===== src/rtl/ps2_kbd_cmd_seq.sv =====
// Command sequencer for the PS2kbd register port: arbitrates two requesters, sends
// command/argument bytes, waits for ACK/RESEND with retries and per-phase timeouts.
module ps2_kbd_cmd_seq #(
    parameter int unsigned pClkFreq   = 50000000,
    parameter logic [31:0] KBD_ADDR   = 32'hFDFF8000,
    parameter int unsigned pTimeoutMs = 20,
    parameter int unsigned pMaxRetry  = 3
) (
    input  logic        clk_i,
    input  logic        rst_i,
    input  logic [1:0]  req_i,
    input  logic [7:0]  cmd0_i,
    input  logic [7:0]  arg0_i,
    input  logic        narg0_i,
    input  logic [7:0]  cmd1_i,
    input  logic [7:0]  arg1_i,
    input  logic        narg1_i,
    output logic [1:0]  done_o,
    output logic [1:0]  err_o,
    output logic        busy_o,
    output logic        m_cyc_o,
    output logic        m_stb_o,
    output logic        m_we_o,
    output logic [3:0]  m_sel_o,
    output logic [31:0] m_adr_o,
    output logic [31:0] m_dat_o,
    input  logic        m_ack_i,
    input  logic [31:0] m_dat_i
);

    localparam logic [31:0] TC = 32'(pClkFreq / 1000 * pTimeoutMs);
    localparam int RW = (pMaxRetry < 1) ? 1 : $clog2(pMaxRetry + 1);
    localparam logic [RW-1:0] MAXR = RW'(pMaxRetry);

    typedef enum logic [3:0] {
        S_IDLE, S_WR, S_PTC, S_PRX, S_RD, S_CLR, S_EVAL, S_ABT, S_ERR, S_FIN
    } state_t;

    state_t        r_state, w_state;
    logic          r_grant, w_grant, r_last, w_last;
    logic [7:0]    r_cmd, w_cmd, r_arg, w_arg, r_byte, w_byte, r_rx, w_rx;
    logic          r_narg, w_narg, r_is_arg, w_is_arg;
    logic [RW-1:0] r_retry, w_retry;
    logic [31:0]   r_timer, w_timer;
    logic          r_busy, w_busy;
    logic [1:0]    r_done, w_done, r_err, w_err;
    logic          r_cyc, w_cyc, r_we, w_we_n;
    logic [3:0]    r_sel, w_sel;
    logic [31:0]   r_adr, w_adr, r_dat, w_dat;
    logic          w_go, w_we, w_off;
    logic [7:0]    w_wdat;
    logic          w_unused;

    assign w_unused = ^m_dat_i[31:8];

    // Next-state and datapath decisions; bus accesses only start while the bus is idle
    always_comb begin
        w_state  = r_state;
        w_grant  = r_grant;
        w_last   = r_last;
        w_cmd    = r_cmd;
        w_arg    = r_arg;
        w_narg   = r_narg;
        w_byte   = r_byte;
        w_is_arg = r_is_arg;
        w_rx     = r_rx;
        w_retry  = r_retry;
        w_timer  = r_timer;
        w_busy   = r_busy;
        w_done   = 2'b00;
        w_err    = 2'b00;
        w_go     = 1'b0;
        w_we     = 1'b0;
        w_off    = 1'b0;
        w_wdat   = 8'h00;
        case (r_state)
            S_IDLE: begin
                if (|req_i) begin
                    w_grant  = (req_i == 2'b11) ? ~r_last : req_i[1];
                    w_last   = w_grant;
                    w_cmd    = w_grant ? cmd1_i : cmd0_i;
                    w_arg    = w_grant ? arg1_i : arg0_i;
                    w_narg   = w_grant ? narg1_i : narg0_i;
                    w_byte   = w_cmd;
                    w_is_arg = 1'b0;
                    w_retry  = '0;
                    w_busy   = 1'b1;
                    w_state  = S_WR;
                end else begin
                    w_state = S_IDLE;
                end
            end
            S_WR: begin
                if (!r_cyc) begin
                    w_go = 1'b1; w_we = 1'b1; w_off = 1'b0; w_wdat = r_byte;
                end else if (m_ack_i) begin
                    w_timer = 32'd0;
                    w_state = S_PTC;
                end else begin
                    w_state = S_WR;
                end
            end
            S_PTC, S_PRX: begin
                // Timer runs through the polling reads and saturates at terminal count
                if (r_timer < TC) begin
                    w_timer = r_timer + 32'd1;
                end else begin
                    w_timer = r_timer;
                end
                if (!r_cyc) begin
                    if (r_timer >= TC) begin
                        w_state = S_ABT;
                    end else begin
                        w_go = 1'b1; w_we = 1'b0; w_off = 1'b1;
                    end
                end else if (m_ack_i && (r_state == S_PTC) && m_dat_i[6]) begin
                    w_timer = 32'd0;
                    w_state = S_PRX;
                end else if (m_ack_i && (r_state == S_PRX) && m_dat_i[7]) begin
                    w_state = S_RD;
                end else begin
                    w_state = r_state;
                end
            end
            S_RD: begin
                if (!r_cyc) begin
                    w_go = 1'b1; w_we = 1'b0; w_off = 1'b0;
                end else if (m_ack_i) begin
                    w_rx    = m_dat_i[7:0];
                    w_state = S_CLR;
                end else begin
                    w_state = S_RD;
                end
            end
            S_CLR: begin
                if (!r_cyc) begin
                    w_go = 1'b1; w_we = 1'b1; w_off = 1'b1; w_wdat = 8'h00;
                end else if (m_ack_i) begin
                    w_state = S_EVAL;
                end else begin
                    w_state = S_CLR;
                end
            end
            S_EVAL: begin
                if (r_rx == 8'hFA) begin
                    if (!r_is_arg && r_narg) begin
                        w_byte   = r_arg;
                        w_is_arg = 1'b1;
                        w_retry  = '0;
                        w_state  = S_WR;
                    end else begin
                        w_done  = r_grant ? 2'b10 : 2'b01;
                        w_busy  = 1'b0;
                        w_state = S_FIN;
                    end
                end else if (r_rx == 8'hFE) begin
                    if (r_retry < MAXR) begin
                        w_retry = r_retry + RW'(1);
                        w_state = S_WR;
                    end else begin
                        w_state = S_ABT;
                    end
                end else begin
                    w_state = S_ABT;
                end
            end
            S_ABT: begin
                if (!r_cyc) begin
                    w_go = 1'b1; w_we = 1'b1; w_off = 1'b1; w_wdat = 8'hFF;
                end else if (m_ack_i) begin
                    w_err   = r_grant ? 2'b10 : 2'b01;
                    w_busy  = 1'b0;
                    w_state = S_ERR;
                end else begin
                    w_state = S_ABT;
                end
            end
            S_ERR:   w_state = S_IDLE;
            S_FIN:   w_state = S_IDLE;
            default: w_state = S_IDLE;
        endcase
    end

    // Bus signals: launch together, hold until ack, drop all the cycle after ack
    always_comb begin
        w_cyc  = r_cyc;
        w_we_n = r_we;
        w_adr  = r_adr;
        w_sel  = r_sel;
        w_dat  = r_dat;
        if (w_go) begin
            w_cyc  = 1'b1;
            w_we_n = w_we;
            w_adr  = KBD_ADDR + 32'(w_off);
            w_sel  = 4'b0001 << w_adr[1:0];
            w_dat  = w_we ? {4{w_wdat}} : 32'h0000_0000;
        end else if (r_cyc && m_ack_i) begin
            w_cyc  = 1'b0;
            w_we_n = 1'b0;
            w_adr  = 32'h0000_0000;
            w_sel  = 4'b0000;
            w_dat  = 32'h0000_0000;
        end else begin
            w_cyc = r_cyc;
        end
    end

    // State and output registers
    always_ff @(posedge clk_i or posedge rst_i) begin
        if (rst_i) begin
            r_state  <= S_IDLE;
            r_grant  <= 1'b0;
            r_last   <= 1'b1;
            r_cmd    <= 8'h00;
            r_arg    <= 8'h00;
            r_narg   <= 1'b0;
            r_byte   <= 8'h00;
            r_is_arg <= 1'b0;
            r_rx     <= 8'h00;
            r_retry  <= '0;
            r_timer  <= 32'd0;
            r_busy   <= 1'b0;
            r_done   <= 2'b00;
            r_err    <= 2'b00;
            r_cyc    <= 1'b0;
            r_we     <= 1'b0;
            r_sel    <= 4'b0000;
            r_adr    <= 32'h0000_0000;
            r_dat    <= 32'h0000_0000;
        end else begin
            r_state  <= w_state;
            r_grant  <= w_grant;
            r_last   <= w_last;
            r_cmd    <= w_cmd;
            r_arg    <= w_arg;
            r_narg   <= w_narg;
            r_byte   <= w_byte;
            r_is_arg <= w_is_arg;
            r_rx     <= w_rx;
            r_retry  <= w_retry;
            r_timer  <= w_timer;
            r_busy   <= w_busy;
            r_done   <= w_done;
            r_err    <= w_err;
            r_cyc    <= w_cyc;
            r_we     <= w_we_n;
            r_sel    <= w_sel;
            r_adr    <= w_adr;
            r_dat    <= w_dat;
        end
    end

    assign done_o  = r_done;
    assign err_o   = r_err;
    assign busy_o  = r_busy;
    assign m_cyc_o = r_cyc;
    assign m_stb_o = r_cyc;
    assign m_we_o  = r_we;
    assign m_sel_o = r_sel;
    assign m_adr_o = r_adr;
    assign m_dat_o = r_dat;

endmodule


===== config.mk =====
export PLATFORM = sky130hd
export DESIGN_NAME = ps2_kbd_cmd_seq
export DESIGN_NICKNAME = d
export VERILOG_FILES = /design/src/rtl/ps2_kbd_cmd_seq.sv
export SDC_FILE = /design/constraint.sdc
export NUM_CORES = 1
export LEC_CHECK = 0
export ABC_AREA = 1
export ABC_CLOCK_PERIOD_IN_PS = 2450
export CORE_MARGIN = 10
export CORE_UTILIZATION = 43
export DETAILED_ROUTE_END_ITERATION = 10
export PLACE_DENSITY = 0.79
export SYNTH_ARGS = -nofsm -noshare
export SYNTH_HDL_FRONTEND = slang
export SYNTH_SLANG_ARGS = --single-unit

===== constraint.sdc =====
create_clock -name clk_i -period 2.45 [get_ports clk_i]
set_input_delay 0.49 -clock clk_i [delete_from_list [all_inputs] [get_ports clk_i]]
set_output_delay 0.49 -clock clk_i [all_outputs]
set_load 0.005 [all_outputs]

* Yosys cells after proc, flatten, opt, wreduce, memory -nomap -nowiden
Index checks and enable logic that the tools add are counted.
** Operators by class
- $add $sub $neg :: 3
- $lt $le $gt $ge :: 3
- Equality and inequality tests :: 25
- Shift operators :: 1
- Mux-type cells :: 73
- Bitwise gates (word level) :: 1
- Reduce and logical (&&, ||, !) cells :: 24
** Operators by type and width (number)
- 2-to-1 mux 32 bit :: 9
- one-hot mux 32 bit (2 select lines) :: 1
- 2-to-1 mux 4 bit :: 14
- 2-to-1 mux 8 bit :: 7
- adder 32 x 1 -> 32 bit, second input constant :: 1
- greater-or-equal comparator 32 x 20 -> 1 bit, second input constant :: 1
- less-than comparator 32 x 20 -> 1 bit, second input constant :: 1
- one-hot mux 8 bit (2 select lines) :: 2
- adder 27 x 2 -> 28 bit, first input constant :: 1
- 2-to-1 mux 2 bit :: 14
- one-hot mux 4 bit (7 select lines) :: 1
- inequality test 2 bit, second input constant :: 10
- 2-to-1 mux 1 bit :: 19
- == test 4 x 3 -> 1 bit, second input constant :: 4
- == test 8 bit, second input constant :: 2
- inequality test 3 bit, second input constant :: 4
- AND reduction 6 bit :: 2
- == test 4 x 2 -> 1 bit, second input constant :: 2
- logical AND 1 bit :: 6
- one-hot mux 1 bit (2 select lines) :: 3
- AND reduction 3 bit :: 2
- nonzero test 2 bit :: 3
- OR reduction 2 bit :: 3
- AND reduction 5 bit :: 1
- 17 further kinds :: 17
** Storage, ports and cells
- Register bits after elaboration :: 141
- Bits of input ports :: 71
- Output and inout bits :: 76

* Logic depth before layout (Yosys ltp)
Gate-level depths: netlist (run 1).
- Depth in word-level cells :: 7
- Mapped depth :: 13
- Depth with buffers taken out :: 13

* Least setup slack after synthesis (run 1)
No wires, ideal clock.
- Kind :: reg-to-reg
- Start point :: register m_adr_o[30] (netlist name)
- End point :: register r_timer[17]
- Setup time :: 0.120 ns
- Arrival :: 1.739 ns
- Data required time :: 2.330 ns
- Slack :: 0.591 ns
- Cell stages (with the launch flop) :: 7
- Path buffers :: 1
- Path through :: dfrtp_1 > inv_2 > o31ai_4 > buf_6 > nand4_1 > o21ai_0 > nor2_1
** RTL lines
- end signal: assignment :: line 241 : r_timer <= w_timer;
- end: declaration :: line 44 : logic [31:0] r_timer, w_timer;

* Worst setup path in the final report (run 1)
- Start point :: register r_adr[30] (netlist: m_adr_o[30])
- End point :: output port m_adr_o[30]
** RTL lines
- start: declaration :: line 49 : logic [31:0] r_adr, w_adr, r_dat, w_dat;
- start signal: assignment :: line 248 : r_adr <= w_adr;
- end: declaration :: line 25 : output logic [31:0] m_adr_o,
No word-level cell between the ends.

==> flow_results.org, run 1 <==
** Detailed routing
- Via Count :: 4342
- WL per Instance :: 13.6 um
- Total Routed Length :: 11.9 mm
- In this run, the number of DRC markers left after iteration 0 of detailed routing was 362.
- Number of nets with antenna violations after detailed routing :: 0
- Detailed-router iteration count before antenna repair :: 5
- Vias per Instance :: 4.97
- In the routed design, unresolved DRC markers number 0.

** Synth
- Number of instances in the synthesized netlist :: 659
- The synthesized netlist occupies a cell area of 0.00485 mm^2.
- #FFs+latches synth :: 83
- Top_reg_cell synth :: sky130_fd_sc_hd__dfrtp_1
- The Yosys step of the flow raised 0 warnings.
- In this run the mean area of a mapped cell was 7.35 um^2.
- In the synthesized netlist the async set-or-reset flop fraction comes to 100%.
- Biggest area contributors in the synthesized netlist :: sky130_fd_sc_hd__dfrtp_1 (42%), sky130_fd_sc_hd__nand2_1 (11%), sky130_fd_sc_hd__buf_4 (9.5%)
- Yosys mapped a number of flops with a built-in enable equal to 0.
- Unique cell type count in the Yosys netlist :: 32
- Summing the sequential cell areas from Yosys gives 42.9% of the chip area.
- Dominant cell type by area after synthesis :: sky130_fd_sc_hd__dfrtp_1
- In this run the biggest area consumer among cell types represents 42.3% of the synthesized area.

** Layout
- The final layout contains 803 nets.
- Share of the core filled with cells in the final layout :: 55.1%
- After the flow finishes, the layout carries non-filler instances totaling 874.
- Highest-count cells in the layout ignoring fill and taps :: sky130_fd_sc_hd__nand2_1 (147), sky130_fd_sc_hd__nor2_1 (107), sky130_fd_sc_hd__clkdlybuf4s50_1 (105), sky130_fd_sc_hd__inv_1 (86), sky130_fd_sc_hd__dfrtp_1 (82)
- After routing the design area is 0.00603 mm^2.
- ANT cells :: 0
- Commonest non-fill, non-tap cell in the layout :: sky130_fd_sc_hd__nand2_1
- Relative area change from synthesis to final layout :: 24.3%
- Fill cells in the final layout number 1007.
- Of the cells placed in the final design, the portion with a size suffix greater than 1 is 6.27%.

** Setup path
- Worst endpoint data arrival time :: 1.64 ns
- The slowest stage of the critical path is the sky130_fd_sc_hd__dfrtp_1 cell.
- Kind of cell adding the most delay to the critical path :: buffers and inverters
- Max incr delay on CP :: 0.54 ns
- Across all register-to-register paths, the minimum setup slack is 0.43 ns.
- Worst setup startpoint :: m_adr_o[30]$_DFFE_PP0P_
- STA classifies the critical path startpoint as a register.
- FF-to-FF Start :: r_timer[0]$_DFFE_PP0P_
- The worst setup path is of the reg2out kind.
- CP Data Required Time :: 1.96 ns
- Chain of cells forming the critical path :: buf_4, clkdlybuf4s50_1
- Path depth of the worst reg2reg path :: 10
- Worst-path maximum fanout :: 12
- Critical path buffer and inverter count :: 2
- Endpoint of the worst-slack reg-to-reg timing path :: r_state[0]$_DFFE_PP0P_
- The worst setup path is captured at an output pin.

** Placed design
- Final RePlAce weighted congestion :: 0.918
- Detailed-placement wirelength estimate :: 9.08 mm
- Count of buffers inserted at the top-level ports :: 105
- Cell count after placement :: 858
- Post-place instance area :: 0.00574 mm^2
- Minimum setup slack after placement :: 0.241 ns

** STA
- The max-slew violation total from the final report is 0.
- Period minus WS final :: 2.13 ns
- In this run the tightest slew margin relative to its limit is 65.0%.
- Clk_skew :: 0.00592 ns
- The total count of hold-check failures in the final report is 0.
- Count of final setup violators :: 0
- Fmax achieved :: 0.470 GHz
- In the final timing run, aggregate negative setup slack is 0 ns.
- Worst Setup Slack, final :: 0.323 ns
- Slew at the pin with the worst max-slew slack :: 0.524 ns
- Setup repair after global routing left no endpoint under its margin.
- Ratio of final minimum period to clock period :: 86.8%

** Global route
- GRT Total Usage :: 14.8%
- Entering global routing, the biggest net connects 84 pins.
- The via count of the first global-routing pass is 4288.
- The first global-routing pass estimated 20.1 mm of wire.
- Total overflow reported by the global router :: 0
- Number of antenna violations at the first check in global routing :: 0

** Power and ir drop
- Reported leakage power :: 2.92 nW
- Pwr Density :: 1000 mW/mm^2
- The worst-case IR drop observed on VDD is 0.436 mV.

** Die
- Row count :: 38
- In this run the vertical extent of the chip is 126 um.
- Count of boundary I/O pins :: 147
- Once the floorplan was initialized, standard cells occupied 44.3% of the core.
- Chip Width :: 126 um
- The die covers 0.0159 mm^2.
- The floorplan step defined a core boundary enclosing 0.0109 mm^2.

** CTS
- Number of buffers between clock root and the deepest sink :: 2
- Clock tree synthesis inserted a total of 9 buffers.
- After clock tree synthesis, the setup repair step added 0 buffers.
- The H-tree generated during clock tree synthesis spans 3 levels.
- Worst-Skew Late Latency :: 0.34 ns
- Number of hold buffers added after CTS :: 0
- Post-CTS repair changed the size of 0 cells.
- Clock-pin slew was measured on the worst setup and hold paths at 0.07 ns.
- Clock root buffer :: sky130_fd_sc_hd__clkbuf_16
- TritonCTS built the clock tree.
- Sinks on the clock net :: 83

** Min path
- Endpoint, Worst Hold :: done_o[0]$_DFF_PP0_
- Kind of path behind the tightest hold check :: reg2reg
- The startpoint identified for the worst hold timing path is r_grant$_DFFE_PP0P_.
- Min-Delay Path Depth :: 1

** Job
- Across the run, the number of max-cap violations was 0.

** Status
- The run finished with clean final reports.
==> kinds of logic (layout without fill, tap and decap cells) <==
logic type,after synthesis,in the layout,share of synthesized area [%]
AOI/OAI and AO/OA,69,69,8.26
muxes,5,5,1.16
and+or+nand+nor,330,330,28.7
buffers and inverters,168,227,18.2
adders and majority gates,3,3,0.775
other,1,17,0.0774
DFF,83,83,42.9
==> synthesized netlist by cell type (2+ instances only) <==
master                     count
sky130_fd_sc_hd__nor2_1      107
sky130_fd_sc_hd__a21oi_1       7
sky130_fd_sc_hd__inv_1        87
sky130_fd_sc_hd__buf_6         2
sky130_fd_sc_hd__nand4_1      36
sky130_fd_sc_hd__nand3_1      25
sky130_fd_sc_hd__o21ai_1       4
sky130_fd_sc_hd__ha_1          3
sky130_fd_sc_hd__nand2_1     147
sky130_fd_sc_hd__nor2_2        2
sky130_fd_sc_hd__o21bai_1      2
sky130_fd_sc_hd__clkbuf_1      8
sky130_fd_sc_hd__dfrtp_1      82
sky130_fd_sc_hd__inv_2         5
sky130_fd_sc_hd__nor3_1        8
sky130_fd_sc_hd__o211ai_1      9
sky130_fd_sc_hd__buf_4        61
sky130_fd_sc_hd__buf_2         4
sky130_fd_sc_hd__nand2_2       2
sky130_fd_sc_hd__o21ai_0      42
sky130_fd_sc_hd__mux2_2        5
==> through the flow <==
step	hold WS, ns	total power [mW]
2_1_floorplan	0.425	3.82
3_3_place_gp	0.442	4.68
3_5_place_dp	0.448	4.79
4_1_cts	0.460	6.11
5_1_grt	0.499	6.49
6_report	0.462	6.05
==> worst max path at each step <==
stage,end,slack [ns],cells after the start
finish,m_adr_o[30],0.32,2
global route,r_state[1]$_DFFE_PP0P_,0.19,11
CTS,m_adr_o[30],0.27,2
detailed placement,r_timer[12]$_DFFE_PP0P_,0.24,7
global placement,r_timer[4]$_DFFE_PP0P_,0.31,10
floorplan,r_timer[17]$_DFFE_PP0P_,0.59,6
==> registers in the layout, indices dropped and copies added (netlist names) <==
signal	cells
r_state	4
m_dat_o	8
r_last	1
r_byte	8
err_o	2
r_timer	32
done_o	2
busy_o	1
m_we_o	1
r_narg	1
r_rx	8
r_retry	2
r_is_arg	1
m_adr_o	1
r_arg	8
r_grant	1
m_sel_o	2
==> worst register-to-register path, stage by stage, from the launching register on <==
cell	delay, ns
sky130_fd_sc_hd__dfrtp_1	0.41
sky130_fd_sc_hd__inv_1	0.09
sky130_fd_sc_hd__ha_1	0.14
sky130_fd_sc_hd__nor3b_1	0.25
sky130_fd_sc_hd__nand3_1	0.12
sky130_fd_sc_hd__nor2_1	0.11
sky130_fd_sc_hd__a21oi_1	0.07
sky130_fd_sc_hd__nand2_1	0.40
sky130_fd_sc_hd__nand3_1	0.17
sky130_fd_sc_hd__nand2_1	0.10
sky130_fd_sc_hd__nand2_1	0.05
==> routing by layer <==
metal / GRT usage [%] / share of wire (%) / up-vias
met3: 4.82 / 7.9 / 21
met5: 0 / 0 / -
met2: 25.3 / 49 / 167
li1: - / - / 2151
met1: 16.8 / 41 / 2003
met4: 5.36 / 1.9 / 0
==> layout make-up <==
cell class                      count  area (um^2)  share of cell area [%]
Clock buffer                       10          239                    3.97
Clock inverter                      6         46.3                   0.768
Timing Repair Buffer              118         1190                    19.7
Inverter                           93          353                    5.86
Sequential cell                    83         2080                    34.5
Multi-Input combinational cell    424         1950                    32.3
Tap cell                          140          175                    2.91
==> report_power, final <==
group	internal (mW)	leakage, nW	switching [mW]
Combinational	1.31	1.69	1.38
Clock	0.723	0.136	0.576
Sequential	1.76	1.09	0.308
Power figures use the tool's default switching activity.
==> inputs of run 2 (changes only) <==
--- a/config.mk
+++ b/config.mk
@@ -9,8 +9,10 @@
 export ABC_CLOCK_PERIOD_IN_PS = 2450
 export CORE_MARGIN = 10
 export CORE_UTILIZATION = 43
+export CTS_CLUSTER_SIZE = 24
 export DETAILED_ROUTE_END_ITERATION = 10
 export PLACE_DENSITY = 0.79
+export SLEW_MARGIN = 5
 export SYNTH_ARGS = -nofsm -noshare
 export SYNTH_HDL_FRONTEND = slang
 export SYNTH_SLANG_ARGS = --single-unit
==> results of run 2 <==
Same layout as run 1: the final DEF is identical, and so are final timing and power.
==> inputs of run 3 (changes only) <==
--- a/config.mk
+++ b/config.mk
@@ -7,6 +7,8 @@
 export LEC_CHECK = 0
 export ABC_AREA = 1
 export ABC_CLOCK_PERIOD_IN_PS = 2450
+export CAP_MARGIN = 20
+export CORE_ASPECT_RATIO = 0.75
 export CORE_MARGIN = 10
 export CORE_UTILIZATION = 43
 export CTS_CLUSTER_SIZE = 24
==> run 3 against run 2 <==
- total power down 2.3%
- critical path depth up 8
- non-clock buffer count down 2
- maximum frequency up 2.4%
- largest power group unchanged
- via count about the same
- combinational power about the same
- die area up 0.27%
==> flow_results.org, run 3 (same netlist as run 1, synthesis figures left out) <==
** Layout
- Relative area change from synthesis to final layout :: 23.3%
- Max reg flops :: 32 (unchanged)
- Top reg by flops :: r_timer
- Leaving out fill and tap cells, the most frequent cell in the layout is sky130_fd_sc_hd__nand2_1.
- Share of final-layout standard cells stronger than drive strength 1 :: 5.48% (-0.79 points)
- The number of nets in the final layout is 801 (-0.25%).
- The antenna cell count was 0 (unchanged).
- The final standard cell utilization of the core was 54.4% (-0.72 points).
- Leaving out fill and tap cells, the most frequent cells in the layout are sky130_fd_sc_hd__nand2_1 (147), sky130_fd_sc_hd__nor2_1 (107), sky130_fd_sc_hd__clkdlybuf4s50_1 (105), sky130_fd_sc_hd__inv_1 (86), sky130_fd_sc_hd__dfrtp_1 (82).

** Min path
- Kind of path behind the tightest hold check :: reg2reg
- The count of cells along the worst hold path came to 1 (unchanged).

** STA
- Fin. Hold Viols :: 0 (unchanged)
- Count of final setup violators :: 0 (unchanged)
- The final worst-path setup slack is 0.374 ns (+0.0507 ns).
- Slew at the pin with the worst max-slew slack :: 0.559 ns (+0.0356 ns)
- The worst hold slack is 0.452 ns (-0.00983 ns).
- The share of the clock period used by the worst path came to 84.8% (-2.1 points).
- Period minus WS final :: 2.08 ns (-0.0507 ns)
- The max-slew violation total from the final report is 0 (unchanged).
- Normalized max-slew margin :: 62.6% (-2.4 points)
- Post-route setup TNS :: 0 ns (unchanged)
- Fmax achieved :: 0.482 GHz (+2.4%)
- Setup repair after global routing left no endpoint under its margin.
- Clk_skew :: 0.00342 ns (-0.00250 ns)

** Die
- The die area is 0.0160 mm^2 (+0.27%).
- The effective utilization at floorplan is 44.1% (-0.19 points).
- Chip Width :: 143 um (+13%)
- The floorplan die height came to 112 um (-11%).
- The number of rows created at floorplan came to 33 (-13%).
- Count of boundary I/O pins :: 147 (unchanged)
- The area of the core was 0.0110 mm^2 (+0.43%).

** Setup path
- Classification of the worst setup path :: reg2reg
- The worst setup path is launched from a register.
- The signal on the critical path passes through inv_1, ha_1, nor3b_1, nand3_1, nor2_1, a21oi_1, nand2_1, nand3_1, nand2_1, nand2_1.
- Cell occurring most often along the worst timing path :: sky130_fd_sc_hd__nand2_1
- CP Data Required Time :: 2.68 ns (+0.72 ns)
- The critical path arrival was 2.30 ns (+0.66 ns).
- The logic depth of the worst register-to-register path is 10 (unchanged).
- Worst-path maximum fanout :: 17 (+5)
- The worst setup path is captured at a register.
- Standard cell with the maximum stage delay on the critical path :: sky130_fd_sc_hd__nand2_1
- Max incr delay on CP :: 0.42 ns (-0.12 ns)

** Power and ir drop
- The power density over the cells was 991 mW/mm^2 (-1.4%).
- Maximum resistive drop on vdd :: 0.423 mV (-2.9%)
- The leakage dissipation is 2.90 nW (-0.70%).

** Global route
- The number of antenna violations at the first check in global routing is 0 (unchanged).
- Number of global-route vias before repair :: 4247 (-0.96%)
- Maximum number of pins on one net before global-route repair :: 84 (unchanged)
- First-pass GRT wire length :: 20.5 mm (+1.6%)
- GRT Total Usage :: 15.3% (+0.58 points)
- The remaining global-route overflow was 0 (unchanged).

** Detailed routing
- Total DRC errors in the routed layout :: 0 (unchanged)
- The vias after detailed routing is 4338 (-0.092%).
- The DRC violation total after the first TritonRoute iteration came to 382 (+5.5%).
- WL per Instance :: 13.9 um (+2.1%)
- The via density per instance is 4.99 (+0.37%).
- Detailed-router iteration count before antenna repair :: 5 (unchanged)
- Total Routed Length :: 12.1 mm (+1.6%)
- The final antenna-violating net count came to 0 (unchanged).

** CTS
- Number of H-tree levels :: 3 (unchanged)
- Worst-Skew Late Latency :: 0.34 ns (about the same)
- The number of buffers on the longest clock path is 2 (unchanged).
- The number of clock buffers inserted by TritonCTS is 9 (unchanged).
- Clock Pin Slew Worst Setup and Hold Paths :: 0.06 ns (about the same)
- Clock root buffer :: sky130_fd_sc_hd__clkbuf_16
- The clock sink count came to 83 (unchanged).
- Number of hold buffers added after CTS :: 0 (unchanged)
- TritonCTS clock tree :: built
- Setup Fix Bufs, Post-CTS :: 0 (unchanged)
- The number of instances resized during post-cts repair was 0 (unchanged).

** Placed design
- Minimum setup slack after placement :: 0.153 ns (-0.0885 ns)
- The placed wire-length estimate was 9.11 mm (+0.28%).
- Final RePlAce weighted congestion :: 0.890 (-3.0%)
- The number of buffers inserted by port buffering came to 105 (unchanged).

** Job
- Max Cap Viol :: 0 (unchanged)

** Status
- Result of the run :: finished clean
-- run 3: cell count changes in the layout (fill, tap and decap cells not counted), sizes merged --
cell and delta:
clkinv +1, clkinvlp -2, clkbuf +2, buf -2, inv -3
-- run 3: final timing paths --
check                                    endpoint                   start  slack, ns
setup / recovery           r_state[0]$_DFFE_PP0P_  r_timer[0]$_DFFE_PP0P_       0.37
hold / removal                done_o[0]$_DFF_PP0_     r_grant$_DFFE_PP0P_       0.45
setup reg to reg           r_state[0]$_DFFE_PP0P_  r_timer[0]$_DFFE_PP0P_       0.37
hold reg to reg               done_o[0]$_DFF_PP0_     r_grant$_DFFE_PP0P_       0.45
max in group asynchronous      r_last$_DFFE_PP1P_                   rst_i       1.45
min in group asynchronous  r_timer[4]$_DFFE_PP0P_                   rst_i       0.63
-- run 3: cell type report --
cell class	count	area [um^2]
Clock buffer	12	246
Inverter	93	353
Timing Repair Buffer	116	1160
Clock inverter	2	13.8
Multi-Input combinational cell	424	1950
Fill cell	1014	5010
Sequential cell	83	2080
Tap cell	140	175
-- run 3: per-layer routing --
metal	vias to the layer above	part of all wire, %	track usage, %
met4	0	1.0	3.09
met5	-	0	0
met1	2005	43	19.5
met3	13	9.9	6.75
met2	169	46	23.7
li1	2151	-	-
-- run 3: report_power, final --
part | internal (mW) | switching [mW] | leakage [nW] | total (mW)
combinational | 1.27 | 1.40 | 1.68 | 2.67
sequential | 1.76 | 0.285 | 1.09 | 2.05
clock | 0.702 | 0.498 | 0.128 | 1.20
total | 3.73 | 2.18 | 2.90 | 5.92
-- run 3: worst max-delay path, delay by kind of cell, from the launching register on --
kind	cells	cell delay, ns
and+or+nand+nor	7	1.24
DFF	1	0.41
adders and majority gates	1	0.15
buffers and inverters	1	0.09
AOI/OAI and AO/OA	1	0.07
-- run 3: stage by stage --
stage          instance area (um^2)  cells  power (mW)
2_1_floorplan                  4910    675        3.82
3_3_place_gp                   5710    856        4.64
3_5_place_dp                   5710    856        4.74
4_1_cts                        5970    870        5.98
5_1_grt                        5970    870        6.39
6_report                       5970    870        5.92
